File: config.mk
export PLATFORM = sky130hd
export DESIGN_NAME = etapa_mem_acceso_flat
export DESIGN_NICKNAME = d
export VERILOG_FILES = /design/src/rtl/etapa_mem_acceso_if.sv /design/src/rtl/etapa_mem_acceso.sv /design/src/flat_wrapper.sv
export SDC_FILE = /design/constraint.sdc
export NUM_CORES = 1
export LEC_CHECK = 0
export ABC_AREA = 1
export BUFFER_PORTS_ARGS = -buffer_cell sky130_fd_sc_hd__buf_2
export CORE_UTILIZATION = 55
export CTS_BUF_LIST = sky130_fd_sc_hd__clkbuf_4
export DETAILED_ROUTE_END_ITERATION = 8
export PLACE_DENSITY = 0.94
export SETUP_SLACK_MARGIN = 0.2
export SLEW_MARGIN = 5
export SYNTH_ARGS = -nofsm -noshare
export SYNTH_HDL_FRONTEND = slang
export SYNTH_SLANG_ARGS = --single-unit
File: constraint.sdc
create_clock -name i_clk -period 2.8 [get_ports i_clk]
set_clock_uncertainty 0.05 [all_clocks]
set_input_delay 0.42 -clock i_clk [delete_from_list [all_inputs] [get_ports i_clk]]
set_output_delay 0.42 -clock i_clk [all_outputs]
set_load 0.02 [all_outputs]
File: src/rtl/etapa_mem_acceso_if.sv
// Data-memory request/acknowledge bus between the MEM stage (master) and the memory (slave).
interface etapa_mem_acceso_if #(
    parameter int unsigned NBITS = 32
);
    logic             o_mem_req;
    logic             o_mem_we;
    logic [NBITS-1:0] o_mem_addr;
    logic [NBITS-1:0] o_mem_wdata;
    logic [3:0]       o_mem_be;
    logic             i_mem_ack;
    logic [NBITS-1:0] i_mem_rdata;

    modport master (
        output o_mem_req, o_mem_we, o_mem_addr, o_mem_wdata, o_mem_be,
        input  i_mem_ack, i_mem_rdata
    );

    modport slave (
        input  o_mem_req, o_mem_we, o_mem_addr, o_mem_wdata, o_mem_be,
        output i_mem_ack, i_mem_rdata
    );
endinterface

File: src/rtl/etapa_mem_acceso.sv
// MEM pipeline stage: drives loads/stores over a req/ack memory bus, stalls until completion,
// steers store lanes, filters/extends load data and registers the MEM/WB outputs.
module etapa_mem_acceso #(
    parameter int unsigned NBITS   = 32,
    parameter int unsigned REGS    = 5,
    parameter int unsigned TIMEOUT = 16
) (
    input  logic               i_clk,
    input  logic               i_reset,
    input  logic [NBITS-1:0]   i_ALU,
    input  logic [NBITS-1:0]   i_Registro2,
    input  logic [REGS-1:0]    i_RegistroDestino,
    input  logic               i_MemRead,
    input  logic               i_MemWrite,
    input  logic [1:0]         i_TamanoFiltro,
    input  logic [1:0]         i_TamanoFiltroL,
    input  logic               i_ZeroExtend,
    input  logic               i_MemToReg,
    input  logic               i_RegWrite,
    etapa_mem_acceso_if.master mem,
    output logic               o_stall,
    output logic               o_misaligned,
    output logic               o_bus_error,
    output logic [NBITS-1:0]   o_ReadData,
    output logic [NBITS-1:0]   o_ALU,
    output logic [REGS-1:0]    o_RegistroDestino,
    output logic               o_MemToReg,
    output logic               o_RegWrite
);
    localparam int unsigned CNT_W   = $clog2(TIMEOUT);
    localparam logic [1:0]  SZ_BYTE = 2'b00;
    localparam logic [1:0]  SZ_HALF = 2'b01;

    typedef enum logic {IDLE, BUSY} state_e;

    state_e           state_q, state_d;
    logic [CNT_W-1:0] cnt_q, cnt_d;
    logic             req_q, req_d;
    logic             we_q, we_d;
    logic [NBITS-1:0] addr_q, addr_d;
    logic [NBITS-1:0] wdata_q, wdata_d;
    logic [3:0]       be_q, be_d;
    logic [1:0]       lsize_q, lsize_d;
    logic             zext_q, zext_d;
    logic [REGS-1:0]  hold_rd_q, hold_rd_d;
    logic             hold_m2r_q, hold_m2r_d;
    logic             hold_rw_q, hold_rw_d;

    logic [NBITS-1:0] wb_data_q, wb_data_d;
    logic [NBITS-1:0] wb_alu_q, wb_alu_d;
    logic [REGS-1:0]  wb_rd_q, wb_rd_d;
    logic             wb_m2r_q, wb_m2r_d;
    logic             wb_rw_q, wb_rw_d;
    logic             misal_q, misal_d;
    logic             berr_q, berr_d;

    logic             stall_c;
    logic             access_c, store_c, misaligned_c;
    logic [1:0]       size_c;
    logic [3:0]       be_new_c;
    logic [NBITS-1:0] wdata_new_c;

    // Select the addressed byte/half of a read word and extend it to the datapath width.
    function automatic logic [NBITS-1:0] filtrar_carga(input logic [NBITS-1:0] word,
                                                       input logic [1:0]       lane,
                                                       input logic [1:0]       size,
                                                       input logic             zext);
        logic [7:0]       b;
        logic [15:0]      h;
        logic [NBITS-1:0] res;
        case (lane)
            2'd0:    b = word[7:0];
            2'd1:    b = word[15:8];
            2'd2:    b = word[23:16];
            default: b = word[31:24];
        endcase
        h = lane[1] ? word[31:16] : word[15:0];
        case (size)
            SZ_BYTE: res = {{(NBITS-8){~zext & b[7]}}, b};
            SZ_HALF: res = {{(NBITS-16){~zext & h[15]}}, h};
            default: res = word;
        endcase
        return res;
    endfunction

    // Decode of the incoming access; a simultaneous read and write is handled as a store.
    always_comb begin
        access_c = i_MemRead | i_MemWrite;
        store_c  = i_MemWrite;
        size_c   = store_c ? i_TamanoFiltro : i_TamanoFiltroL;
        misaligned_c = ((size_c == SZ_HALF) && i_ALU[0]) ||
                       (size_c[1] && (i_ALU[1:0] != 2'b00));
        case (size_c)
            SZ_BYTE: begin
                be_new_c    = 4'b0001 << i_ALU[1:0];
                wdata_new_c = {4{i_Registro2[7:0]}};
            end
            SZ_HALF: begin
                be_new_c    = i_ALU[1] ? 4'b1100 : 4'b0011;
                wdata_new_c = {2{i_Registro2[15:0]}};
            end
            default: begin
                be_new_c    = 4'b1111;
                wdata_new_c = i_Registro2;
            end
        endcase
    end

    // Next-state, latch and MEM/WB logic.
    always_comb begin
        state_d    = state_q;
        cnt_d      = cnt_q;
        req_d      = req_q;
        we_d       = we_q;
        addr_d     = addr_q;
        wdata_d    = wdata_q;
        be_d       = be_q;
        lsize_d    = lsize_q;
        zext_d     = zext_q;
        hold_rd_d  = hold_rd_q;
        hold_m2r_d = hold_m2r_q;
        hold_rw_d  = hold_rw_q;
        wb_data_d  = '0;
        wb_alu_d   = i_ALU;
        wb_rd_d    = i_RegistroDestino;
        wb_m2r_d   = i_MemToReg;
        wb_rw_d    = i_RegWrite;
        misal_d    = 1'b0;
        berr_d     = 1'b0;
        stall_c    = 1'b0;

        case (state_q)
            IDLE: begin
                if (access_c && misaligned_c) begin
                    wb_rw_d  = 1'b0;
                    wb_m2r_d = 1'b0;
                    misal_d  = 1'b1;
                end else if (access_c) begin
                    stall_c    = 1'b1;
                    wb_rw_d    = 1'b0;
                    wb_m2r_d   = 1'b0;
                    state_d    = BUSY;
                    cnt_d      = '0;
                    req_d      = 1'b1;
                    we_d       = store_c;
                    addr_d     = i_ALU;
                    wdata_d    = wdata_new_c;
                    be_d       = be_new_c;
                    lsize_d    = i_TamanoFiltroL;
                    zext_d     = i_ZeroExtend;
                    hold_rd_d  = i_RegistroDestino;
                    hold_m2r_d = i_MemToReg;
                    hold_rw_d  = i_RegWrite;
                end
            end
            BUSY: begin
                cnt_d    = cnt_q + CNT_W'(1);
                wb_alu_d = addr_q;
                wb_rd_d  = hold_rd_q;
                if (mem.i_mem_ack) begin
                    state_d   = IDLE;
                    req_d     = 1'b0;
                    wb_m2r_d  = hold_m2r_q;
                    wb_rw_d   = hold_rw_q;
                    wb_data_d = we_q ? '0 : filtrar_carga(mem.i_mem_rdata, addr_q[1:0], lsize_q, zext_q);
                end else if (cnt_q == CNT_W'(TIMEOUT - 1)) begin
                    state_d  = IDLE;
                    req_d    = 1'b0;
                    cnt_d    = '0;
                    wb_m2r_d = 1'b0;
                    wb_rw_d  = 1'b0;
                    berr_d   = 1'b1;
                end else begin
                    stall_c  = 1'b1;
                    wb_m2r_d = 1'b0;
                    wb_rw_d  = 1'b0;
                end
            end
            default: state_d = IDLE;
        endcase
    end

    always_ff @(posedge i_clk) begin
        if (!i_reset) begin
            state_q    <= IDLE;
            cnt_q      <= '0;
            req_q      <= 1'b0;
            we_q       <= 1'b0;
            addr_q     <= '0;
            wdata_q    <= '0;
            be_q       <= '0;
            lsize_q    <= '0;
            zext_q     <= 1'b0;
            hold_rd_q  <= '0;
            hold_m2r_q <= 1'b0;
            hold_rw_q  <= 1'b0;
            wb_data_q  <= '0;
            wb_alu_q   <= '0;
            wb_rd_q    <= '0;
            wb_m2r_q   <= 1'b0;
            wb_rw_q    <= 1'b0;
            misal_q    <= 1'b0;
            berr_q     <= 1'b0;
        end else begin
            state_q    <= state_d;
            cnt_q      <= cnt_d;
            req_q      <= req_d;
            we_q       <= we_d;
            addr_q     <= addr_d;
            wdata_q    <= wdata_d;
            be_q       <= be_d;
            lsize_q    <= lsize_d;
            zext_q     <= zext_d;
            hold_rd_q  <= hold_rd_d;
            hold_m2r_q <= hold_m2r_d;
            hold_rw_q  <= hold_rw_d;
            wb_data_q  <= wb_data_d;
            wb_alu_q   <= wb_alu_d;
            wb_rd_q    <= wb_rd_d;
            wb_m2r_q   <= wb_m2r_d;
            wb_rw_q    <= wb_rw_d;
            misal_q    <= misal_d;
            berr_q     <= berr_d;
        end
    end

    assign mem.o_mem_req   = req_q;
    assign mem.o_mem_we    = we_q;
    assign mem.o_mem_addr  = {addr_q[NBITS-1:2], 2'b00};
    assign mem.o_mem_wdata = wdata_q;
    assign mem.o_mem_be    = be_q;

    assign o_stall           = stall_c;
    assign o_misaligned      = misal_q;
    assign o_bus_error       = berr_q;
    assign o_ReadData        = wb_data_q;
    assign o_ALU             = wb_alu_q;
    assign o_RegistroDestino = wb_rd_q;
    assign o_MemToReg        = wb_m2r_q;
    assign o_RegWrite        = wb_rw_q;
endmodule

File: src/flat_wrapper.sv
// flat-port wrapper written by rule: the top's interface ports become plain ports
module etapa_mem_acceso_flat 
#(
    parameter int unsigned NBITS   = 32,
    parameter int unsigned REGS    = 5,
    parameter int unsigned TIMEOUT = 16
)
  (i_clk, i_reset, i_ALU, i_Registro2, i_RegistroDestino, i_MemRead, i_MemWrite, i_TamanoFiltro, i_TamanoFiltroL, i_ZeroExtend, i_MemToReg, i_RegWrite, o_stall, o_misaligned, o_bus_error, o_ReadData, o_ALU, o_RegistroDestino, o_MemToReg, o_RegWrite, mem_o_mem_req, mem_o_mem_we, mem_o_mem_addr, mem_o_mem_wdata, mem_o_mem_be, mem_i_mem_ack, mem_i_mem_rdata);
  etapa_mem_acceso_if #(.NBITS(NBITS)) mem_i ();
  input  logic i_clk;
  input  logic i_reset;
  input  logic [NBITS-1:0] i_ALU;
  input  logic [NBITS-1:0] i_Registro2;
  input  logic [REGS-1:0] i_RegistroDestino;
  input  logic i_MemRead;
  input  logic i_MemWrite;
  input  logic [1:0] i_TamanoFiltro;
  input  logic [1:0] i_TamanoFiltroL;
  input  logic i_ZeroExtend;
  input  logic i_MemToReg;
  input  logic i_RegWrite;
  output logic o_stall;
  output logic o_misaligned;
  output logic o_bus_error;
  output logic [NBITS-1:0] o_ReadData;
  output logic [NBITS-1:0] o_ALU;
  output logic [REGS-1:0] o_RegistroDestino;
  output logic o_MemToReg;
  output logic o_RegWrite;
  output wire logic [$bits(mem_i.o_mem_req)-1:0] mem_o_mem_req;
  output wire logic [$bits(mem_i.o_mem_we)-1:0] mem_o_mem_we;
  output wire logic [$bits(mem_i.o_mem_addr)-1:0] mem_o_mem_addr;
  output wire logic [$bits(mem_i.o_mem_wdata)-1:0] mem_o_mem_wdata;
  output wire logic [$bits(mem_i.o_mem_be)-1:0] mem_o_mem_be;
  input wire logic [$bits(mem_i.i_mem_ack)-1:0] mem_i_mem_ack;
  input wire logic [$bits(mem_i.i_mem_rdata)-1:0] mem_i_mem_rdata;
  assign mem_o_mem_req = mem_i.o_mem_req;
  assign mem_o_mem_we = mem_i.o_mem_we;
  assign mem_o_mem_addr = mem_i.o_mem_addr;
  assign mem_o_mem_wdata = mem_i.o_mem_wdata;
  assign mem_o_mem_be = mem_i.o_mem_be;
  assign mem_i.i_mem_ack = mem_i_mem_ack;
  assign mem_i.i_mem_rdata = mem_i_mem_rdata;
  etapa_mem_acceso #(.NBITS(NBITS), .REGS(REGS), .TIMEOUT(TIMEOUT)) u_core (.i_clk(i_clk), .i_reset(i_reset), .i_ALU(i_ALU), .i_Registro2(i_Registro2), .i_RegistroDestino(i_RegistroDestino), .i_MemRead(i_MemRead), .i_MemWrite(i_MemWrite), .i_TamanoFiltro(i_TamanoFiltro), .i_TamanoFiltroL(i_TamanoFiltroL), .i_ZeroExtend(i_ZeroExtend), .i_MemToReg(i_MemToReg), .i_RegWrite(i_RegWrite), .mem(mem_i), .o_stall(o_stall), .o_misaligned(o_misaligned), .o_bus_error(o_bus_error), .o_ReadData(o_ReadData), .o_ALU(o_ALU), .o_RegistroDestino(o_RegistroDestino), .o_MemToReg(o_MemToReg), .o_RegWrite(o_RegWrite));
endmodule
==> results of run 1 <==
[cell families after synthesis]
logic type,count (synthesis),synth area share
other,1,0.000548
XOR/XNOR,1,0.00128
AO/OA/AOI/OAI,96,0.0726
AND/OR/NAND/NOR,574,0.330
adder cells (fa/ha/maj),1,0.00183
buffers and inverters,196,0.131
flip-flops,158,0.462
[worst min-delay path, stage by stage]
cell,delay (ps)
buf_2,80
nand2_1,40
o21ai_0,50
[cell usage after synthesis (all sizes together)]
cell and number:
buf 58, ha 1, nor2 170, a31oi 7
a211oi 1, conb 1, o22ai 4, or2 5
clkbuf 28, nor3 1, o21ai 61, nand3 52
nand4 3, inv 108, clkinv 2, a21oi 23
nand2 343, xnor2 1, dfxtp 158
[sequential cells by signal, summed over array words and instances, names as in the netlist]
register / count
u_core.hold_rw_q: 1
u_core.mem.o_mem_wdata: 32
u_core.o_MemToReg: 1
u_core.o_RegWrite: 1
u_core.mem.o_mem_we: 1
u_core.lsize_q: 2
u_core.state_q: 1
u_core.addr_q: 32
u_core.zext_q: 1
u_core.cnt_q: 4
u_core.o_bus_error: 1
u_core.o_ReadData: 32
u_core.hold_rd_q: 5
u_core.o_ALU: 32
u_core.hold_m2r_q: 1
u_core.o_RegistroDestino: 5
u_core.o_misaligned: 1
u_core.mem.o_mem_req: 1
u_core.mem.o_mem_be: 4
[layer usage]
metal,routed length (um),GRT usage,vias up
met3,1460,0.0755,53
met1,7090,0.315,3075
met5,0,0,-
met2,8910,0.496,329
li1,-,-,3494
met4,635,0.142,0
[where the power goes]
part           switching, uW  internal [uW]  leakage (uW)
registers               84.6           2450       0.00130
clock network            729            491      0.000122
logic                    888            433       0.00327
[cell type report]
cell class / count / area, um2 / area share
timing repair buffer: 276 / 1470 / 0.178
clock inverter: 11 / 104 / 0.0125
multi-input combinational: 674 / 2790 / 0.337
tap: 168 / 210 / 0.0254
sequential: 158 / 3160 / 0.382
clock buffer: 17 / 128 / 0.0154
inverter: 110 / 413 / 0.0499
[per-stage QoR]
stage | hold WS, ps | cells | worst slack, ps | area, um2 | utilization
2_1_floorplan | 397 | 1028 | 962 | 6850 | -
3_3_place_gp | 400 | 1377 | 778 | 7960 | 0.660
3_5_place_dp | 410 | 1377 | 660 | 7960 | 0.660
4_1_cts | 0.474 | 1414 | 432 | 8280 | 0.686
5_1_grt | 12.1 | 1414 | 271 | 8280 | 0.686
6_report | 51.3 | 1414 | 478 | 8280 | 0.686
[repair_timing]
item	CTS	global route
resized for setup	0	0
endpoints found under the hold margin	9	0
hold buffers	9	0
[worst paths after layout]
kind                                      from  slack, ps                           endpoint  cells after the start
min reg2reg  u_core.mem.o_mem_req$_SDFFE_PN0P_        430  u_core.mem.o_mem_req$_SDFFE_PN0P_                      2
max reg2reg     u_core.lsize_q[1]$_SDFFE_PN0P_        940   u_core.o_ReadData[16]$_SDFF_PP0_                      7
min                                  i_ALU[22]         50        u_core.o_ALU[22]$_SDFF_PN0_                      3
max                  u_core.state_q$_SDFF_PN0_        480                            o_stall                      5
==> run summary, run 1 <==
Die Area -> 12900 um2
Max_cap viols -> 0
Final hold vios -> 0
CTS Root Cell -> clkbuf_4
Buf/Inv on CP -> 2
Clock Latency Late Sink -> 530 ps
Crit end category -> primary output
Slew margin rel. -> 0.585
Post-CTS Setup Bufs -> 0
Ranking of synthesized cells by area -> dfxtp_1, nand2_1, nor2_1, inv_1, o21ai_0
1st-pass router iterations -> 7
# clock sinks -> 158
Vert. Die Dim -> 114 um
Core Area -> 12100 um2
Nets -> 1351
Fillcell total -> 1034
Commonest non-fill, non-tap cell in the layout -> nand2_1
GPL Wtd Cong -> 0.899
CP max FO -> 8
Pwr dens -> 613 nW/um2
Yosys warnings -> 0
Synth top area share -> 0.462
Vias in the first global route -> 6239
Crit-path cells -> clkinv_1 > nor2_1 > nand2_1 > nand2_1 > buf_2
Detail Route Antenna Nets -> 0
Status -> finished clean
Fraction of layout cells with a size suffix above 1 -> 0.242
Crit path time final -> 2320 ps
CP Launch Type -> flop
Total CTS buffers -> 17
WP data arrival -> 1850 ps
RSZ-0062 raised after global routing -> false
Worst vdd ir -> 299 uV
H-tree depth -> 4
Initial antenna violation count -> 0
First-pass GRT wire length -> 28.7 mm
Ports -> 257
Fin crit share -> 0.829
Register area share after synthesis -> 0.462
Starting Density -> 0.568
Yosys cell types -> 26
# rows -> 40
Syn Inst Count -> 1027
Synthesized cell area -> 6850 um2
Remaining DRCs -> 0
Post-Route WL -> 18.1 mm
Total power -> 5070 uW
Final setup TNS -> 0 ps
Drt first-iter violations -> 890
Max-slew violation count -> 0
# diodes -> 0
Input/output buffers -> 254
Layout area overhead -> 20.9%
Max Root-Sink Buffers -> 2
Largest net degree at the start of global routing -> 87
DP HPWL -> 13.0 mm
Leakage -> 0.00469 uW
Total GRT Usage -> 0.282
Vias per cell -> 4.92
Worst path most repeated cell -> nand2_1
Fmax -> 0.431 GHz
Die width -> 114 um
Most frequent cells in the layout -> nand2_1, buf_2, nor2_1, dfxtp_1, inv_1
Synth Register Bits -> 158
Hold Crit Class -> input port to flop
Crit path largest cell delay -> 470 ps
Wirelength per Cell -> 12.8 um
CTS clk-pin slew, worst paths -> 110 ps
Vias -> 6951
Dominant cell type by area after synthesis -> dfxtp_1
Critical path's slowest cell -> dfxtp_1
Worst path top cell family by delay -> flip-flops
CTS tree -> built
Global route overflow -> 0
Syn_area_per_cell -> 6.67 um2
Final setup vio count -> 0
WS Path Type -> flop to primary output
Worst Path Required -> 2330 ps
Actual slew at the worst max-slew pin -> 621 ps
Power figures use the tool's default switching activity.
==> run 2: changes to the inputs <==
--- a/config.mk
+++ b/config.mk
@@ -7,10 +7,10 @@
 export LEC_CHECK = 0
 export ABC_AREA = 1
 export BUFFER_PORTS_ARGS = -buffer_cell sky130_fd_sc_hd__buf_2
-export CORE_UTILIZATION = 55
+export CORE_UTILIZATION = 51
 export CTS_BUF_LIST = sky130_fd_sc_hd__clkbuf_4
 export DETAILED_ROUTE_END_ITERATION = 8
-export PLACE_DENSITY = 0.94
+export PLACE_DENSITY = 0.88
 export SETUP_SLACK_MARGIN = 0.2
 export SLEW_MARGIN = 5
 export SYNTH_ARGS = -nofsm -noshare
==> constraint.sdc (replaced) <==
create_clock -name i_clk -period 2.2 [get_ports i_clk]
set_clock_uncertainty 0.05 [all_clocks]
set_input_delay 0.33 -clock i_clk [delete_from_list [all_inputs] [get_ports i_clk]]
set_output_delay 0.33 -clock i_clk [all_outputs]
set_load 0.02 [all_outputs]
==> run summary, run 2 (synthesized netlist as in run 1, its figures left out) <==
Uppermost layer routed -> met5 (was met4)
WP data arrival -> 1530 ps (was 1850 ps)
Max Root-Sink Buffers -> 2 (unchanged)
DP HPWL -> 13.3 mm (was 13.0 mm)
Nets -> 1411 (was 1351)
Leakage -> 0.00496 uW (was 0.00469 uW)
First-pass GRT wire length -> 32.0 mm (was 28.7 mm)
Max-slew violation count -> 0 (unchanged)
CP Launch Type -> flop (unchanged)
H-tree depth -> 4 (unchanged)
Ports -> 257 (unchanged)
Actual slew at the worst max-slew pin -> 674 ps (was 621 ps)
Hold Crit Class -> input port to flop (unchanged)
Slew margin rel. -> 0.550 (was 0.585)
Initial antenna violation count -> 4 (was 0)
Post-route insts no fill -> 1483 (was 1414)
RSZ-0062 raised after global routing -> false (unchanged)
CTS clk-pin slew, worst paths -> 120 ps (was 110 ps)
Fraction of layout cells with a size suffix above 1 -> 0.244 (was 0.242)
Pwr dens -> 741 nW/um2 (was 613 nW/um2)
Fin util -> 0.694 (was 0.686)
Drt first-iter violations -> 789 (was 890)
GPL Wtd Cong -> 0.912 (was 0.899)
Final setup vio count -> 0 (unchanged)
CP max FO -> 4 (was 8)
Worst Path Required -> 1820 ps (was 2330 ps)
Die width -> 118 um (was 114 um)
Post-Route WL -> 19.9 mm (was 18.1 mm)
Final hold vios -> 0 (unchanged)
Commonest non-fill, non-tap cell in the layout -> nand2_1 (unchanged)
CP startpoint -> u_core.cnt_q[0]$_SDFFE_PN0P_ (was u_core.state_q$_SDFF_PN0_)
Global route overflow -> 0 (unchanged)
Wirelength per Cell -> 13.4 um (was 12.8 um)
# clock sinks -> 158 (unchanged)
CTS tree -> built (unchanged)
Crit path time final -> 1910 ps
# rows -> 41 (was 40)
WS Path Type -> flop to primary output (unchanged)
Max_cap viols -> 0 (unchanged)
Reg-to-Reg Start -> u_core.addr_q[1]$_SDFFE_PN0P_ (was u_core.lsize_q[1]$_SDFFE_PN0P_)
Detail Route Antenna Nets -> 0 (unchanged)
Most frequent cells in the layout -> nand2_1, buf_2, nor2_1, dfxtp_1, inv_1 (unchanged)
CTS Root Cell -> clkbuf_4 (unchanged)
Worst vdd ir -> 478 uV (was 299 uV)
Starting Density -> 0.532 (was 0.568)
Cells after DPL -> 1385 (was 1377)
Crit end category -> primary output (unchanged)
Vert. Die Dim -> 118 um (was 114 um)
Worst setup endpoint -> o_stall (unchanged)
Final setup TNS -> 0 ps (unchanged)
Layout area overhead -> 30.5% (was 20.9%)
Input/output buffers -> 254 (unchanged)
Total power -> 6620 uW (was 5070 uW)
Fmax -> 0.522 GHz
Vias per cell -> 4.93 (was 4.92)
Vias in the first global route -> 6876 (was 6239)
Core Area -> 12900 um2 (was 12100 um2)
Multi-input gate area -> 2810 um2 (was 2790 um2)
1st-pass router iterations -> 6 (was 7)
Clock Latency Late Sink -> 570 ps (was 530 ps)
Routed met1 length -> 7.50 mm (was 7.09 mm)
Fillcell total -> 1034 (unchanged)
Worst reg-to-reg path cell count -> 7 (unchanged)
Register Area -> 3170 um2 (was 3160 um2)
Status -> finished clean (unchanged)
Met3 routed WL -> 1.69 mm (was 1.46 mm)
Fin crit share -> 0.870
Die Area -> 13900 um2 (was 12900 um2)
DR WL met2 -> 9.83 mm (was 8.91 mm)
Total CTS buffers -> 17 (unchanged)
FF-to-FF End -> u_core.o_ReadData[21]$_SDFF_PP0_ (was u_core.o_ReadData[16]$_SDFF_PP0_)
Vias -> 7311 (was 6951)
Remaining DRCs -> 0 (unchanged)
Largest net degree at the start of global routing -> 99 (was 87)
Total GRT Usage -> 0.290 (was 0.282)
Reg2reg setup slack -> 500 ps (was 940 ps)
## run 2: cell types whose count changed in the layout (fill, tap and decap cells not counted), moves of 3 or more
cell	change
dlygate4sd3_1	+56
dfxtp_2	+3
clkinv_4	+3
clkinv_1	-4
buf_4	+4
dfxtp_1	-3
## run 2: power breakdown
group / leakage, uW / switching [uW] / internal [uW]
Clock: 0.000133 / 1030 / 567
Combinational: 0.00353 / 1160 / 638
Sequential: 0.00130 / 116 / 3120
Total: 0.00496 / 2300 / 4320
## run 2: timing repair
action                                  in CTS  in global routing
hold buffers                                65                  0
endpoints found under the setup margin       1                 17
buffers inserted                             0                  0
endpoints found under the hold margin      102                  0
gates resized for setup                      7                  4
cloned                                       0                  0
pin swaps                                    0                  1
## run 2: critical path: stages (launching register included)
cell     delay (ps)
dfxtp_2         390
ha_4            160
nand3_2         100
nand2_2         110
nand2_1          50
buf_4           160
## run 2: final cells by class
cell class | count | area share
Tap cell | 172 | 0.0241
Inverter | 110 | 0.0465
Multi-Input combinational cell | 674 | 0.315
Clock inverter | 12 | 0.0111
Timing Repair Buffer | 336 | 0.232
Sequential cell | 158 | 0.354
Antenna cell | 2 | 0.000560
Clock buffer | 19 | 0.0160
## run 2: metrics by stage
stage	hold WS, ps	setup WS (ps)	instance area, um2
after floorplan	359	542	6850
after global placement	405	503	8000
after detailed placement	405	422	8000
after CTS	0.285	224	8910
after global routing	9.46	213	8930
final	26.7	285	8930
## run 2: worst min-delay path by stage
stage / startpoint / to / slack, ps / cells past startpoint
global route: i_MemWrite / u_core.mem.o_mem_we$_SDFFE_PN0P_ / 9 / 3
global placement: u_core.mem.o_mem_req$_SDFFE_PN0P_ / u_core.mem.o_mem_req$_SDFFE_PN0P_ / 410 / 2
finish: i_Registro2[19] / u_core.mem.o_mem_wdata[19]$_SDFFE_PN0P_ / 30 / 5
floorplan: mem_i_mem_ack / u_core.o_bus_error$_SDFF_PP0_ / 360 / 1
CTS: mem_i_mem_rdata[25] / u_core.o_ReadData[25]$_SDFF_PP0_ / 0.3 / 5
detailed placement: u_core.mem.o_mem_req$_SDFFE_PN0P_ / u_core.mem.o_mem_req$_SDFFE_PN0P_ / 400 / 2
## run 2: metal layers
layer	track usage	vias up
li1	-	3627
met1	0.311	3237
met2	0.507	372
met3	0.0848	73
met4	0.166	2
met5	0	-
